===== src/rtl/rb_apb_master_if.sv =====
// Command/response and APB3 signal bundle for rb_apb_master.
// master: the initiator's view; slave: the peer driving commands and the APB responder.
interface rb_apb_master_if #(
  parameter int unsigned ADDR_W = 12,
  parameter int unsigned DATA_W = 32
);
  logic              cmd_valid;
  logic              cmd_ready;
  logic              cmd_write;
  logic [ADDR_W-1:0] cmd_addr;
  logic [DATA_W-1:0] cmd_wdata;

  logic              rsp_valid;
  logic              rsp_ready;
  logic [DATA_W-1:0] rsp_rdata;
  logic              rsp_err;
  logic              rsp_timeout;

  logic [ADDR_W-1:0] apb_paddr;
  logic              apb_psel;
  logic              apb_penable;
  logic              apb_pwrite;
  logic [DATA_W-1:0] apb_pwdata;
  logic              apb_pready;
  logic [DATA_W-1:0] apb_prdata;
  logic              apb_pslverr;

  modport master (
    input  cmd_valid, cmd_write, cmd_addr, cmd_wdata, rsp_ready,
    input  apb_pready, apb_prdata, apb_pslverr,
    output cmd_ready, rsp_valid, rsp_rdata, rsp_err, rsp_timeout,
    output apb_paddr, apb_psel, apb_penable, apb_pwrite, apb_pwdata
  );

  modport slave (
    output cmd_valid, cmd_write, cmd_addr, cmd_wdata, rsp_ready,
    output apb_pready, apb_prdata, apb_pslverr,
    input  cmd_ready, rsp_valid, rsp_rdata, rsp_err, rsp_timeout,
    input  apb_paddr, apb_psel, apb_penable, apb_pwrite, apb_pwdata
  );
endinterface


===== src/rtl/rb_apb_master.sv =====
// Single-outstanding command/response to APB3 initiator; all outputs registered.
// Optional ACCESS watchdog compiled in with RB_APB_MASTER_TIMEOUT_EN.
module rb_apb_master #(
  parameter int unsigned ADDR_W         = 12,
  parameter int unsigned DATA_W         = 32,
  parameter int unsigned TIMEOUT_CYCLES = 255
) (
  input  logic              apb_pclk,
  input  logic              apb_preset,
  rb_apb_master_if.master   bus
);

  if (TIMEOUT_CYCLES < 1 || TIMEOUT_CYCLES > 65535) begin : g_bad_timeout
    $error("TIMEOUT_CYCLES must be in 1..65535");
  end

  typedef enum logic [1:0] {StIdle, StSetup, StAccess, StResp} state_e;

  state_e            state_q, state_d;
  logic              cmd_ready_q, cmd_ready_d;
  logic              psel_q, psel_d;
  logic              penable_q, penable_d;
  logic              pwrite_q, pwrite_d;
  logic [ADDR_W-1:0] paddr_q, paddr_d;
  logic [DATA_W-1:0] pwdata_q, pwdata_d;
  logic              rsp_valid_q, rsp_valid_d;
  logic [DATA_W-1:0] rsp_rdata_q, rsp_rdata_d;
  logic              rsp_err_q, rsp_err_d;
`ifdef RB_APB_MASTER_TIMEOUT_EN
  localparam logic [15:0] TimeoutLimit = 16'(TIMEOUT_CYCLES);
  logic [15:0]       cnt_q, cnt_d;
  logic              rsp_timeout_q, rsp_timeout_d;
`endif

  always_comb begin
    state_d     = state_q;
    pwrite_d    = pwrite_q;
    paddr_d     = paddr_q;
    pwdata_d    = pwdata_q;
    rsp_rdata_d = rsp_rdata_q;
    rsp_err_d   = rsp_err_q;
`ifdef RB_APB_MASTER_TIMEOUT_EN
    cnt_d         = cnt_q;
    rsp_timeout_d = rsp_timeout_q;
`endif

    unique case (state_q)
      StIdle: begin
        // cmd_ready_q is high exactly while idle, so cmd_valid alone is the handshake here
        if (bus.cmd_valid) begin
          state_d  = StSetup;
          pwrite_d = bus.cmd_write;
          paddr_d  = bus.cmd_addr;
          pwdata_d = bus.cmd_write ? bus.cmd_wdata : '0;
        end
      end
      StSetup: begin
        state_d = StAccess;
`ifdef RB_APB_MASTER_TIMEOUT_EN
        cnt_d = '0;
`endif
      end
      StAccess: begin
        if (bus.apb_pready) begin
          state_d     = StResp;
          rsp_rdata_d = (!pwrite_q && !bus.apb_pslverr) ? bus.apb_prdata : '0;
          rsp_err_d   = bus.apb_pslverr;
`ifdef RB_APB_MASTER_TIMEOUT_EN
          rsp_timeout_d = 1'b0;
        end else if (cnt_q == TimeoutLimit) begin
          state_d       = StResp;
          rsp_rdata_d   = '0;
          rsp_err_d     = 1'b1;
          rsp_timeout_d = 1'b1;
        end else begin
          cnt_d = cnt_q + 16'd1;
`endif
        end
      end
      StResp: begin
        if (bus.rsp_ready) begin
          state_d     = StIdle;
          rsp_rdata_d = '0;
          rsp_err_d   = 1'b0;
`ifdef RB_APB_MASTER_TIMEOUT_EN
          rsp_timeout_d = 1'b0;
`endif
        end
      end
      default: state_d = StIdle;
    endcase

    // APB address/direction/data are only non-zero while the bus is selected
    if (state_d == StIdle || state_d == StResp) begin
      pwrite_d = 1'b0;
      paddr_d  = '0;
      pwdata_d = '0;
    end

    cmd_ready_d = (state_d == StIdle);
    psel_d      = (state_d == StSetup) || (state_d == StAccess);
    penable_d   = (state_d == StAccess);
    rsp_valid_d = (state_d == StResp);
  end

  always_ff @(posedge apb_pclk) begin
    if (apb_preset) begin
      state_q     <= StIdle;
      cmd_ready_q <= 1'b1;
      psel_q      <= 1'b0;
      penable_q   <= 1'b0;
      pwrite_q    <= 1'b0;
      paddr_q     <= '0;
      pwdata_q    <= '0;
      rsp_valid_q <= 1'b0;
      rsp_rdata_q <= '0;
      rsp_err_q   <= 1'b0;
    end else begin
      state_q     <= state_d;
      cmd_ready_q <= cmd_ready_d;
      psel_q      <= psel_d;
      penable_q   <= penable_d;
      pwrite_q    <= pwrite_d;
      paddr_q     <= paddr_d;
      pwdata_q    <= pwdata_d;
      rsp_valid_q <= rsp_valid_d;
      rsp_rdata_q <= rsp_rdata_d;
      rsp_err_q   <= rsp_err_d;
    end
  end

`ifdef RB_APB_MASTER_TIMEOUT_EN
  always_ff @(posedge apb_pclk) begin
    if (apb_preset) begin
      cnt_q         <= '0;
      rsp_timeout_q <= 1'b0;
    end else begin
      cnt_q         <= cnt_d;
      rsp_timeout_q <= rsp_timeout_d;
    end
  end

  assign bus.rsp_timeout = rsp_timeout_q;
`else
  assign bus.rsp_timeout = 1'b0;
`endif

  assign bus.cmd_ready   = cmd_ready_q;
  assign bus.rsp_valid   = rsp_valid_q;
  assign bus.rsp_rdata   = rsp_rdata_q;
  assign bus.rsp_err     = rsp_err_q;
  assign bus.apb_psel    = psel_q;
  assign bus.apb_penable = penable_q;
  assign bus.apb_pwrite  = pwrite_q;
  assign bus.apb_paddr   = paddr_q;
  assign bus.apb_pwdata  = pwdata_q;

endmodule

===== src/flat_wrapper.sv =====
// flat-port wrapper written by rule: the top's interface ports become plain ports
module rb_apb_master_flat 
#(
  parameter int unsigned ADDR_W         = 12,
  parameter int unsigned DATA_W         = 32,
  parameter int unsigned TIMEOUT_CYCLES = 255
)
  (apb_pclk, apb_preset, bus_cmd_valid, bus_cmd_write, bus_cmd_addr, bus_cmd_wdata, bus_rsp_ready, bus_apb_pready, bus_apb_prdata, bus_apb_pslverr, bus_cmd_ready, bus_rsp_valid, bus_rsp_rdata, bus_rsp_err, bus_rsp_timeout, bus_apb_paddr, bus_apb_psel, bus_apb_penable, bus_apb_pwrite, bus_apb_pwdata);
  rb_apb_master_if #(.ADDR_W(ADDR_W), .DATA_W(DATA_W)) bus_i ();
  input  logic apb_pclk;
  input  logic apb_preset;
  input wire logic [$bits(bus_i.cmd_valid)-1:0] bus_cmd_valid;
  input wire logic [$bits(bus_i.cmd_write)-1:0] bus_cmd_write;
  input wire logic [$bits(bus_i.cmd_addr)-1:0] bus_cmd_addr;
  input wire logic [$bits(bus_i.cmd_wdata)-1:0] bus_cmd_wdata;
  input wire logic [$bits(bus_i.rsp_ready)-1:0] bus_rsp_ready;
  input wire logic [$bits(bus_i.apb_pready)-1:0] bus_apb_pready;
  input wire logic [$bits(bus_i.apb_prdata)-1:0] bus_apb_prdata;
  input wire logic [$bits(bus_i.apb_pslverr)-1:0] bus_apb_pslverr;
  output wire logic [$bits(bus_i.cmd_ready)-1:0] bus_cmd_ready;
  output wire logic [$bits(bus_i.rsp_valid)-1:0] bus_rsp_valid;
  output wire logic [$bits(bus_i.rsp_rdata)-1:0] bus_rsp_rdata;
  output wire logic [$bits(bus_i.rsp_err)-1:0] bus_rsp_err;
  output wire logic [$bits(bus_i.rsp_timeout)-1:0] bus_rsp_timeout;
  output wire logic [$bits(bus_i.apb_paddr)-1:0] bus_apb_paddr;
  output wire logic [$bits(bus_i.apb_psel)-1:0] bus_apb_psel;
  output wire logic [$bits(bus_i.apb_penable)-1:0] bus_apb_penable;
  output wire logic [$bits(bus_i.apb_pwrite)-1:0] bus_apb_pwrite;
  output wire logic [$bits(bus_i.apb_pwdata)-1:0] bus_apb_pwdata;
  assign bus_i.cmd_valid = bus_cmd_valid;
  assign bus_i.cmd_write = bus_cmd_write;
  assign bus_i.cmd_addr = bus_cmd_addr;
  assign bus_i.cmd_wdata = bus_cmd_wdata;
  assign bus_i.rsp_ready = bus_rsp_ready;
  assign bus_i.apb_pready = bus_apb_pready;
  assign bus_i.apb_prdata = bus_apb_prdata;
  assign bus_i.apb_pslverr = bus_apb_pslverr;
  assign bus_cmd_ready = bus_i.cmd_ready;
  assign bus_rsp_valid = bus_i.rsp_valid;
  assign bus_rsp_rdata = bus_i.rsp_rdata;
  assign bus_rsp_err = bus_i.rsp_err;
  assign bus_rsp_timeout = bus_i.rsp_timeout;
  assign bus_apb_paddr = bus_i.apb_paddr;
  assign bus_apb_psel = bus_i.apb_psel;
  assign bus_apb_penable = bus_i.apb_penable;
  assign bus_apb_pwrite = bus_i.apb_pwrite;
  assign bus_apb_pwdata = bus_i.apb_pwdata;
  rb_apb_master #(.ADDR_W(ADDR_W), .DATA_W(DATA_W), .TIMEOUT_CYCLES(TIMEOUT_CYCLES)) u_core (.apb_pclk(apb_pclk), .apb_preset(apb_preset), .bus(bus_i));
endmodule

===== config.mk =====
export PLATFORM = sky130hd
export DESIGN_NAME = rb_apb_master_flat
export DESIGN_NICKNAME = d
export VERILOG_FILES = /design/src/rtl/rb_apb_master_if.sv /design/src/rtl/rb_apb_master.sv /design/src/flat_wrapper.sv
export SDC_FILE = /design/constraint.sdc
export NUM_CORES = 1
export LEC_CHECK = 0
export CORE_MARGIN = 2
export CORE_UTILIZATION = 35
export DETAILED_ROUTE_END_ITERATION = 10
export PLACE_DENSITY_LB_ADDON = 0.12
export SLEW_MARGIN = 20
export SYNTH_ARGS = -nofsm -noshare
export SYNTH_HDL_FRONTEND = slang
export SYNTH_SLANG_ARGS = --single-unit

===== constraint.sdc =====
create_clock -name apb_pclk -period 2.04 [get_ports apb_pclk]
set_input_delay 0.408 -clock apb_pclk [delete_from_list [all_inputs] [get_ports apb_pclk]]
set_output_delay 0.408 -clock apb_pclk [all_outputs]
set_load 0.02 [all_outputs]

* Word level (Yosys, flattened, before mapping) *
Index checks and enable logic that the tools add are counted.
Widths: inputs -> output; s select.

operators by class
  equal/unequal tests = 8
  mux-type cells = 12
  reduce and logical (&&, ||, !) cells = 11

operator list
  cell                count
  $mux 32             4
  $pmux 32 s2         1
  $eq 2x2->1 const B  4
  $pmux 2 s4          1
  $mux 2              3
  $eq 2x1->1 const B  2
  $logic_not 2->1     2
  $ne 2x2->1 const B  2
  $reduce_and 3->1    1
  $logic_not 1->1     2
  $logic_or 1x1->1    2
  $mux 1              2
  $pmux 1 s2          1
  $reduce_and 2->1    1
  $reduce_bool 2->1   1
  $reduce_or 2->1     1
  $logic_and 1x1->1   1

storage, ports and cells
  register bits = 84
  bits of input ports = 83
  output and inout port bits = 83
  logic and storage cells = 41

* Longest topological paths before layout *
Gate-level depths: netlist of run 1.

  word-level depth = 5
  gate-level depth with buffers = 9
  depth with buffers taken out = 6

* Worst setup path before layout of run 1 *
No wires, ideal clock.

  path kind = register to register
  start = reg u_core.state_q[0]
  end = reg u_core.pwdata_q[22], in the netlist u_core.bus.apb_pwdata[22]
  library setup time = 0.070 ns
  arrival = 1.875 ns
  slack = 0.095 ns
  cell stages (with the launch flop) = 9
  buffers on the path = 3
  period minus slack after synthesis = 1.945 ns
  cells stage by stage = dfxtp_1 buf_6 o21ai_0 inv_1 ha_1 or2_2 clkbuf_1 clkbuf_1 a21oi_1

between the ends
  word-level cells in the longest chain between the ends = 5
  elaborated cells between the ends (all ways) = 13

RTL lines
  what                                           line                  RTL
  from (decl)                                    rb_apb_master.sv:19   state_e state_q, state_d;
  from (signal assigned)                         rb_apb_master.sv:108  state_q <= StIdle;
  from (signal assigned)                         rb_apb_master.sv:119  state_q <= state_d;
  $eq 2x2->1, or another cell as far along       rb_apb_master.sv:47   unique case (state_q)
  $pmux 2 s4 *                                   rb_apb_master.sv:47
  net u_core.state_d[1]                          rb_apb_master.sv:19
  $eq 2x2->1 or $logic_not 2->1 (tied branches)  rb_apb_master.sv:94   if (state_d == StIdle || state_d == StResp) begin
  $logic_or 1x1->1 *                             rb_apb_master.sv:94
  $reduce_or 2->1 (no source line) *             -
  to (signal assigned)                           rb_apb_master.sv:125  pwdata_q <= pwdata_d;
  to (decl)                                      rb_apb_master.sv:25   logic [DATA_W-1:0] pwdata_q, pwdata_d;

Mark *: on every way through the listed nets, which the timed path passes. The rest lies on a longest branch.
A chain may end at the register's enable or synchronous reset.

* Worst setup path in the final report of run 1 *
  start = in bus_rsp_ready
  end = reg u_core.pwdata_q[2], in the netlist u_core.bus.apb_pwdata[2]

between the ends
  word-level cells in the longest chain between the ends = 5
  elaborated cells between the ends (all ways) = 6

RTL lines
  what                                           line                 RTL
  from (decl)                                    flat_wrapper.sv:16   input wire logic [$bits(bus_i.rsp_ready)-1:0] bus_rsp_ready;
  $mux 2 *                                       rb_apb_master.sv:81  if (bus.rsp_ready) begin
  $pmux 2 s4 *                                   rb_apb_master.sv:47
  net u_core.state_d[1]                          rb_apb_master.sv:19
  $eq 2x2->1 or $logic_not 2->1 (tied branches)  rb_apb_master.sv:94
  $logic_or 1x1->1 *                             rb_apb_master.sv:94
  $reduce_or 2->1 (no source line) *             -

Marked as above.

==> impl_metrics.csv, run 1 <==
group,metric,value,unit
status,status,"finished, final reports clean",
timing,drv_slew,0,
timing,clock-skew-final,0.00487,ns
cts,cts_buffers,9,
synth,yosysWarnings,0,
critical_path,crit_path_start,"bus_rsp_ready",
cts,clk_pin_slew,0.08,ns
synth,synth_cell_type_count,25,
critical_path,cp_max_fo,46,
cts,cts_resized,0,
floorplan,die_x,102,µm
floorplan,num_rows,35,
critical_path,max_stage_delay,0.47,ns
cells_and_area,drive_above_1_share,6.47,%
critical_path,worstSetupStartpointType,"input port",
critical_path,path_cells,"clkdlybuf4s50_1 -> nand3_1 -> o21ai_0 -> inv_1 -> ha_1 -> or2_2 -> buf_12 -> a21oi_1",
critical_path,cpMaxStageDelayCell,"clkdlybuf4s50_1",
global_routing,grt_busiest_layer,"met2",
global_routing,grt_usage,16.9,%
power_and_ir_drop,leakagePower,2.06,nW
detailed_routing,drt-total-wl,8830,µm
floorplan,ios,166,
timing,holdWs,0.451,ns
cts,cts-root-buf,"clkbuf_8",
global_routing,use_met2,28.2,%
cells_and_area,fin_nets,623,
synth,synth_fp_nets,463,
global_routing,grt_pass1_vias,3126,
global_routing,grt_overflow,0,
synth,yosys.area_share.simple,23.6,%
detailed_routing,postRouteAntennaNets,0,
cts,clockBufferDepth,2,
timing,hold_viol_final,0,
synth,synth_flop_cell,"dfxtp_1",
synth,synth_area,3380,µm²
detailed_routing,drtIter0Drc,90,
cts,clkLatencyLatePin,0.34,ns
critical_path,end_kind,"flop",
global_routing,globalRouteMet3Util,6.43,%
global_routing,grt_max_degree,47,
placement,place_inst,655,
detailed_routing,route.detailed.drc,0,
synth,synthXorXnorAreaFrac,0,%
power_and_ir_drop,ir_drop,343,µV
timing,timing.fmax,537,MHz
placement,gp_congestion,0.750,
critical_path,reg2reg_setup_slack,0.27,ns
flow_run,drv_cap,0,
critical_path,r2r_end,"u_core.bus.apb_pwdata[2]$_SDFFE_PP0P_",
cts,postCtsSetupRepairBufs,0,
cts,cts_tree,"done",
timing,finalCritPeriodShare,91.3,%
synth,post_synth.cell_area_avg,8.96,µm²
critical_path,r2r_start,"u_core.state_q[1]$_SDFF_PP0_",
detailed_routing,drtPass1Iterations,5,
critical_path,critical_path_buf_inv_count,3,
critical_path,crit_required,2.31,ns
critical_path,rr_worst_depth,6,
synth,synth_edf_count,0,
floorplan,core,9280,µm²
global_routing,grt_first_pass_wirelength,14100,µm
synth,synth_mux_area_share,9.77,%
floorplan,dieArea,10500,µm²
detailed_routing,vias_per_cell,4.58,
synth,synthCells,377,
cts,ctsHoldBuffers,0,
detailed_routing,vias,3069,
power_and_ir_drop,power.total,0.00368,W
floorplan,start_util,36.4,%
critical_path,cp.arrival,2.13,ns
floorplan,die-height,102,µm
critical_path,crit_cells,8,
synth,synth-seq-area-share,49.8,%
detailed_routing,wire_per_inst,13.2,µm
global_routing,use_met1,19.6,%
timing,timing.final.crit_period,1.86,ns
power_and_ir_drop,power_density,688,nW/µm²
cells_and_area,area.growth.synth_to_final,58.3,%
synth,yosysMostFrequentCell,"nand2_1",
placement,io_buffers,164,
synth,yosys.area.top_type_share,49.8,%
cells_and_area,final_cells,670,
synth,synth_top_family_by_area,"simple AND/OR/NAND/NOR gates",
synth,synth_top_cell_by_area,"dfxtp_1",
timing,setup_viol,0,
synth,yosys-top-cells-count,"92 x nand2_1, 84 x dfxtp_1, 45 x a21oi_1",
synth,synth-compound-area-share,8.48,%
critical_path,critical-path-top-delay-family,"buffers and inverters",
cts,htreeDepth,3,
global_routing,antenna_found_initial,0,
critical_path,worstSetupEndpoint,"u_core.bus.apb_pwdata[2]$_SDFFE_PP0P_",
timing,rsz0062_at_grt,"no",
cells_and_area,antenna_cells,0,
hold_path,min_path_type,"flop to flop",
cts,numClockSinks,84,
synth,synthAdderAreaFrac,1.11,%
placement,post-dp-hpwl,6120,µm
synth,synth_area_leaders,"dfxtp_1 50%, nand2_1 10%, mux2i_1 9.8%",
synth,synth.ff_latch_count,84,
critical_path,worstSetupPathType,"input port to flop",
synth,async_flop_share,0,%
==> layer usage <==
| metal | vias to the layer above | part of all wire, % |
|---|---|---|
| met5 | - | 0 |
| met4 | 0 | 1.5 |
| met3 | 10 | 8.6 |
| met2 | 111 | 46 |
| met1 | 1401 | 43 |
| li1 | 1547 | - |
==> how the worst min path moves through the flow <==
stage,start,endpoint,cells past startpoint
floorplan,u_core.bus.apb_pwdata[0]$_SDFFE_PP0P_,u_core.bus.apb_pwdata[0]$_SDFFE_PP0P_,2
global placement,u_core.bus.apb_pwdata[17]$_SDFFE_PP0P_,u_core.bus.apb_pwdata[17]$_SDFFE_PP0P_,2
detailed placement,u_core.bus.apb_pwdata[21]$_SDFFE_PP0P_,u_core.bus.apb_pwdata[21]$_SDFFE_PP0P_,2
CTS,u_core.bus.apb_pwdata[21]$_SDFFE_PP0P_,u_core.bus.apb_pwdata[21]$_SDFFE_PP0P_,2
global route,u_core.bus.apb_pwdata[20]$_SDFFE_PP0P_,u_core.bus.apb_pwdata[20]$_SDFFE_PP0P_,2
finish,u_core.bus.apb_pwdata[18]$_SDFFE_PP0P_,u_core.bus.apb_pwdata[18]$_SDFFE_PP0P_,2
==> kinds of logic after synthesis <==
| kind of cell | after synthesis |
|---|---|
| compound gates | 51 |
| flops | 84 |
| mux | 33 |
| other cells | 1 |
| fa+ha+maj | 3 |
| buf+inv | 35 |
| simple gates | 170 |
==> worst register-to-register path: stages, from the launching register on <==
cell     delay [ns]
dfxtp_1        0.43
mux2i_1        0.21
o22a_1         0.17
ha_1           0.23
or2_2          0.32
buf_12         0.19
a21oi_1        0.16
==> metrics by stage <==
step	area (µm²)	setup slack, ns	utilization [%]	setup TNS (ns)
final	5350	0.177	57.6	0
after global routing	5350	0.0631	57.6	0
after CTS	5350	0.172	57.6	0
after detailed placement	5150	-0.182	55.4	-6.99
after global placement	5150	-0.104	55.4	-4.49
after floorplan	3380	0.0950	-	0
==> report_power, final <==
| group | internal, W | leakage [nW] | switching [W] |
|---|---|---|---|
| sequential | 0.00170 | 0.680 | 0.0000323 |
| combinational | 0.000370 | 1.27 | 0.000340 |
| clock | 0.000679 | 0.102 | 0.000562 |
==> cell usage in the layout, fill, tap and decap left out, types with 2 or more instances in the layout <==
cell type,n
clkdlybuf4s50_1,164
nand2_1,92
dfxtp_1,84
a21oi_1,45
nand3_1,34
mux2i_1,33
nand2b_1,32
buf_4,11
clkbuf_8,9
buf_12,5
inv_1,4
nor2b_1,4
nor2_1,3
ha_1,3
o21ai_0,2
or2_2,2
bufinv_16,2
clkinv_2,2
==> layout make-up <==
cell class | count | area, µm²
flip-flops and latches | 84 | 1680
multi-input cells | 258 | 1460
fillers | 839 | 3930
well taps | 129 | 161
inverters | 4 | 15.0
clock inverters | 5 | 77.6
repair buffers | 180 | 1820
clock buffers | 10 | 128
==> registers in the layout (all words and copies together), names as in the netlist <==
register and flops:
u_core.bus.rsp_rdata 32, u_core.bus.apb_psel 1, u_core.bus.rsp_valid 1, u_core.bus.apb_penable 1
u_core.bus.apb_pwrite 1, u_core.bus.apb_pwdata 32, u_core.state_q 2, u_core.bus.rsp_err 1
u_core.bus.apb_paddr 12, u_core.bus.cmd_ready 1
Power figures use the tool's default switching activity.
==> inputs of run 2 (changes only) <==
- GPL_ROUTABILITY_DRIVEN: unset -> 0
- PLACE_DENSITY: unset -> 0.74
- PLACE_DENSITY_LB_ADDON: 0.12 -> unset
==> impl_metrics.csv, run 2 (synthesis gave the netlist of run 1 again) <==
group,metric,value,unit
status,status,"finished, final reports clean",
power_and_ir_drop,leakagePower,2.04,nW
critical_path,end_kind,"flop",
critical_path,worstSetupPathType,"input port to flop",
critical_path,crit_required,2.31,ns
cts,ctsHoldBuffers,0,
timing,finalCritPeriodShare,90.8,%
power_and_ir_drop,power.total,0.00361,W
timing,timing.fmax,540,MHz
flow_run,drv_cap,0,
floorplan,ios,166,
global_routing,grt_max_degree,47,
cts,clk_pin_slew,0.09,ns
cts,htreeDepth,3,
cts,postCtsSetupRepairBufs,0,
detailed_routing,postRouteAntennaNets,0,
floorplan,num_rows,35,
cells_and_area,final_area,5330,µm²
timing,hold_viol_final,0,
timing,tns,0,ns
timing,drv_slew,0,
power_and_ir_drop,power_density,676,nW/µm²
critical_path,worstSetupStartpointType,"input port",
global_routing,grt_overflow,0,
detailed_routing,wire_per_inst,13.2,µm
cts,numClockSinks,84,
floorplan,die_x,102,µm
detailed_routing,route.detailed.drc,0,
floorplan,core,9280,µm²
detailed_routing,vias_per_cell,4.60,
timing,timing.final.crit_period,1.85,ns
floorplan,die-height,102,µm
critical_path,cp.arrival,2.13,ns
timing,setup_viol,0,
detailed_routing,drtPass1Iterations,4,
global_routing,grt_usage,16.9,%
timing,holdWs,0.452,ns
critical_path,cp_max_fo,46,
cells_and_area,layout_common_cells,"164 x clkdlybuf4s50_1, 92 x nand2_1, 84 x dfxtp_1, 45 x a21oi_1, 34 x nand3_1",
cts,clkLatencyLatePin,0.34,ns
cells_and_area,fin_nets,622,
timing,rsz0062_at_grt,"no",
global_routing,antenna_found_initial,0,
hold_path,min_path_type,"flop to flop",
placement,post-dp-hpwl,6250,µm
timing,clock-skew-final,0.0114,ns
detailed_routing,vias,3081,
placement,io_buffers,164,
floorplan,start_util,36.4,%
global_routing,grt_pass1_vias,3044,
cts,clockBufferDepth,2,
cells_and_area,layout_commonest_cell,"clkdlybuf4s50_1",
cells_and_area,final_cells,670,
global_routing,grt_first_pass_wirelength,14000,µm
cts,cts_resized,0,
cells_and_area,area.growth.synth_to_final,57.8,%
placement,place_area,5140,µm²
cts,cts_buffers,9,
power_and_ir_drop,ir_drop,297,µV
placement,place_inst,654,
cells_and_area,drive_above_1_share,6.28,%
cts,cts-root-buf,"clkbuf_8",
detailed_routing,drt-total-wl,8820,µm
cells_and_area,antenna_cells,0,
detailed_routing,drtIter0Drc,38,
cts,cts_tree,"done",
floorplan,dieArea,10500,µm²
==> run 2: changes by cell type in the layout (fill, tap and decap cells not counted) <==
cell / change
bufinv_16: -1
clkinv_2: -2
inv_6: +1
buf_4: -1
clkinvlp_4: +2
clkbuf_1: +1
==> run 2: final timing paths <==
path	start	end	slack, ns	depth (start not counted)
worst max-delay path	bus_rsp_ready	u_core.bus.apb_paddr[3]$_SDFFE_PP0P_	0.19	8
worst min-delay path	u_core.bus.apb_pwdata[12]$_SDFFE_PP0P_	u_core.bus.apb_pwdata[12]$_SDFFE_PP0P_	0.45	2
worst max register to register	u_core.state_q[1]$_SDFF_PP0_	u_core.bus.apb_paddr[3]$_SDFFE_PP0P_	0.27	6
worst min register to register	u_core.bus.apb_pwdata[12]$_SDFFE_PP0P_	u_core.bus.apb_pwdata[12]$_SDFFE_PP0P_	0.45	2
==> run 2: area by class of cell <==
type	count	area, µm²
fill	840	3950
tap	129	161
clock inverter	5	61.3
clock buffer	11	131
timing repair buffer	179	1820
sequential	84	1680
inverter	4	15.0
multi-input combinational	258	1460
==> run 2: per-layer routing <==
metal | track usage, % | vias up | wire length, µm
met3 | 8.34 | 13 | 1070
met4 | 5.85 | 0 | 147
met2 | 26.4 | 126 | 3870
li1 | - | 1548 | -
met5 | 0 | - | 0
met1 | 20.2 | 1394 | 3730
==> run 2: stage by stage <==
step	setup slack (ns)	util [%]
after global routing	0.118	57.4
after floorplan	0.0950	-
after detailed placement	-0.171	55.4
after CTS	0.200	57.4
after global placement	-0.0931	55.4
final	0.188	57.4
==> run 2: report_power, final <==
| group | leakage, nW | total (W) | internal, W | switching, W |
|---|---|---|---|---|
| Clock | 0.0862 | 0.00117 | 0.000572 | 0.000598 |
| Sequential | 0.680 | 0.00173 | 0.00170 | 0.0000318 |
| Combinational | 1.27 | 0.000706 | 0.000369 | 0.000336 |
| Total | 2.04 | 0.00361 | 0.00264 | 0.000966 |
==> run 2: worst max-delay path: stages <==
cell and delay, ns:
clkdlybuf4s50_1 0.48, nand3_1 0.07, o21ai_0 0.11, inv_1 0.10, ha_1 0.28, or2_2 0.32, buf_12 0.18, a21oi_1 0.15
==> inputs of run 3 (changes only) <==
- DONT_BUFFER_PORTS: unset -> 1
- PLACE_DENSITY: 0.74 -> unset
==> impl_metrics.csv, run 3 (synthesis gave the netlist of run 1 again) <==
group,metric,value,unit
status,status,"finished, final reports clean",
cts,clkLatencyLatePin,0.33,ns
hold_path,min_path_type,"input port to flop",
cts,ctsHoldBuffers,0,
global_routing,grt_max_degree,47,
flow_run,drv_cap,0,
detailed_routing,met3_length,949,µm
global_routing,grt_pass1_vias,2316,
critical_path,max_stage_delay,0.37,ns
detailed_routing,met1_length,3050,µm
critical_path,r2r_end,"u_core.bus.apb_pwdata[30]$_SDFFE_PP0P_",
power_and_ir_drop,p_sw_share,25.7,%
global_routing,grt_first_pass_wirelength,11200,µm
cells_and_area,post-route-util,38.9,%
critical_path,crit_required,2.31,ns
placement,io_buffers,0,
cts,numClockSinks,84,
detailed_routing,maxUsedRoutingLayer,"met4",
global_routing,grt_usage,13.8,%
cells_and_area,layout_commonest_cell,"nand2_1",
detailed_routing,drtPass1Iterations,4,
critical_path,end_kind,"flop",
critical_path,worstSetupStartpointType,"flop",
placement,place_area,3400,µm²
cells_and_area,fill_cells,949,
detailed_routing,vias,2441,
cells_and_area,seqCellArea,1680,µm²
critical_path,cp_max_fo,46,
cts,cts-root-buf,"clkbuf_8",
critical_path,cp.arrival,2.11,ns
critical_path,worstSetupPathType,"flop to flop",
critical_path,cpMaxStageDelayCell,"dfxtp_2",
floorplan,num_rows,35,
cts,cts_buffers,9,
power_and_ir_drop,leakagePower,1.40,nW
power_and_ir_drop,pwr-share-clk,37.2,%
cells_and_area,area.growth.synth_to_final,6.85,%
power_and_ir_drop,power_frac_seq,53.7,%
timing,clock-skew-final,0.00803,ns
floorplan,ios,166,
critical_path,worstSetupEndpoint,"u_core.bus.apb_pwdata[30]$_SDFFE_PP0P_",
floorplan,die_x,102,µm
timing,timing.fmax,542,MHz
power_and_ir_drop,ir_drop,353,µV
floorplan,start_util,36.4,%
detailed_routing,routed-wl-met2,3390,µm
power_and_ir_drop,combinationalPowerShare,9.0,%
timing,tns,0,ns
detailed_routing,wire_per_inst,15.0,µm
cts,clockBufferDepth,2,
critical_path,r2r_start,"u_core.state_q[0]$_SDFF_PP0_",
floorplan,core,9280,µm²
critical_path,path_cells,"o21ai_0 -> inv_1 -> ha_1 -> or2_2 -> buf_12 -> a21oi_1",
floorplan,die-height,102,µm
cells_and_area,layout_common_cells,"92 x nand2_1, 82 x dfxtp_1, 45 x a21oi_1, 34 x nand3_1, 33 x mux2i_1",
global_routing,antenna_found_initial,0,
global_routing,grt_overflow,0,
cts,cts_tree,"done",
power_and_ir_drop,switching_power,0.000869,W
floorplan,dieArea,10500,µm²
cts,cts_resized,0,
cells_and_area,final_area,3610,µm²
critical_path,rr_worst_depth,6,
detailed_routing,drt-total-wl,7470,µm
cells_and_area,multi_input_area,1460,µm²
cells_and_area,fin_nets,450,
detailed_routing,drtIter0Drc,50,
timing,setup_ws,0.196,ns
timing,rsz0062_at_grt,"no",
cells_and_area,drive_above_1_share,7.32,%
timing,timing.final.crit_period,1.84,ns
power_and_ir_drop,power.total,0.00338,W
cells_and_area,antenna_cells,0,
timing,hold_viol_final,0,
timing,drv_slew,0,
power_and_ir_drop,internal_power,0.00251,W
detailed_routing,route.detailed.drc,0,
cts,postCtsSetupRepairBufs,0,
timing,finalCritPeriodShare,90.4,%
detailed_routing,postRouteAntennaNets,0,
detailed_routing,vias_per_cell,4.90,
placement,post-dp-hpwl,5120,µm
power_and_ir_drop,power_density,935,nW/µm²
critical_path,crit_path_start,"u_core.state_q[0]$_SDFF_PP0_",
cts,htreeDepth,3,
critical_path,reg2reg_setup_slack,0.20,ns
placement,pre_cts_slack,0.0968,ns
cts,clk_pin_slew,0.09,ns
timing,setup_viol,0,
-- run 3: how the worst min path moves through the flow --
stage / cells past startpoint / start / to
floorplan: 2 / u_core.bus.apb_pwdata[0]$_SDFFE_PP0P_ / u_core.bus.apb_pwdata[0]$_SDFFE_PP0P_
global placement: 1 / apb_preset / u_core.bus.rsp_valid$_SDFF_PP0_
detailed placement: 1 / apb_preset / u_core.bus.rsp_err$_SDFFE_PP0P_
CTS: 1 / apb_preset / u_core.state_q[0]$_SDFF_PP0_
global route: 1 / apb_preset / u_core.state_q[0]$_SDFF_PP0_
finish: 1 / apb_preset / u_core.state_q[0]$_SDFF_PP0_
-- run 3: layer usage --
layer / vias to the layer above / GRT usage (%)
li1: 1204 / -
met1: 1093 / 15.4
met2: 135 / 22.8
met3: 9 / 6.91
met4: 0 / 4.72
met5: - / 0
-- run 3: final cells by class --
type                            instances  share of cell area, %
Sequential cell                        84                   46.6
Multi-Input combinational cell        258                   40.5
Tap cell                              129                   4.47
Clock buffer                           12                   3.74
Timing Repair Buffer                    7                   2.15
Clock inverter                          4                   2.04
Inverter                                4                  0.416
-- run 3: stage by stage --
step                cells  hold WS, ns
floorplan             377        0.528
global placement      482        0.483
detailed placement    482        0.484
CTS                   498        0.103
global route          498       0.0844
finish                498        0.130
-- run 3: power by group through the flow --
| stage | clock [W] | sequential (W) | combinational, W |
|---|---|---|---|
| after floorplan | 0 | 0.00184 | 0.000299 |
| after global placement | 0 | 0.00185 | 0.000302 |
| after detailed placement | 0 | 0.00185 | 0.000311 |
| after CTS | 0.00132 | 0.00181 | 0.000310 |
| after global routing | 0.00139 | 0.00182 | 0.000342 |
| final | 0.00126 | 0.00181 | 0.000304 |
-- run 3: worst max-delay path: cells and delay by family (launching register included) --
kind | cells | cell delay (ns)
adders and majority gates | 1 | 0.30
DFF | 1 | 0.37
buffers and inverters | 2 | 0.30
and+or+nand+nor | 1 | 0.32
AOI/OAI and AO/OA | 2 | 0.48
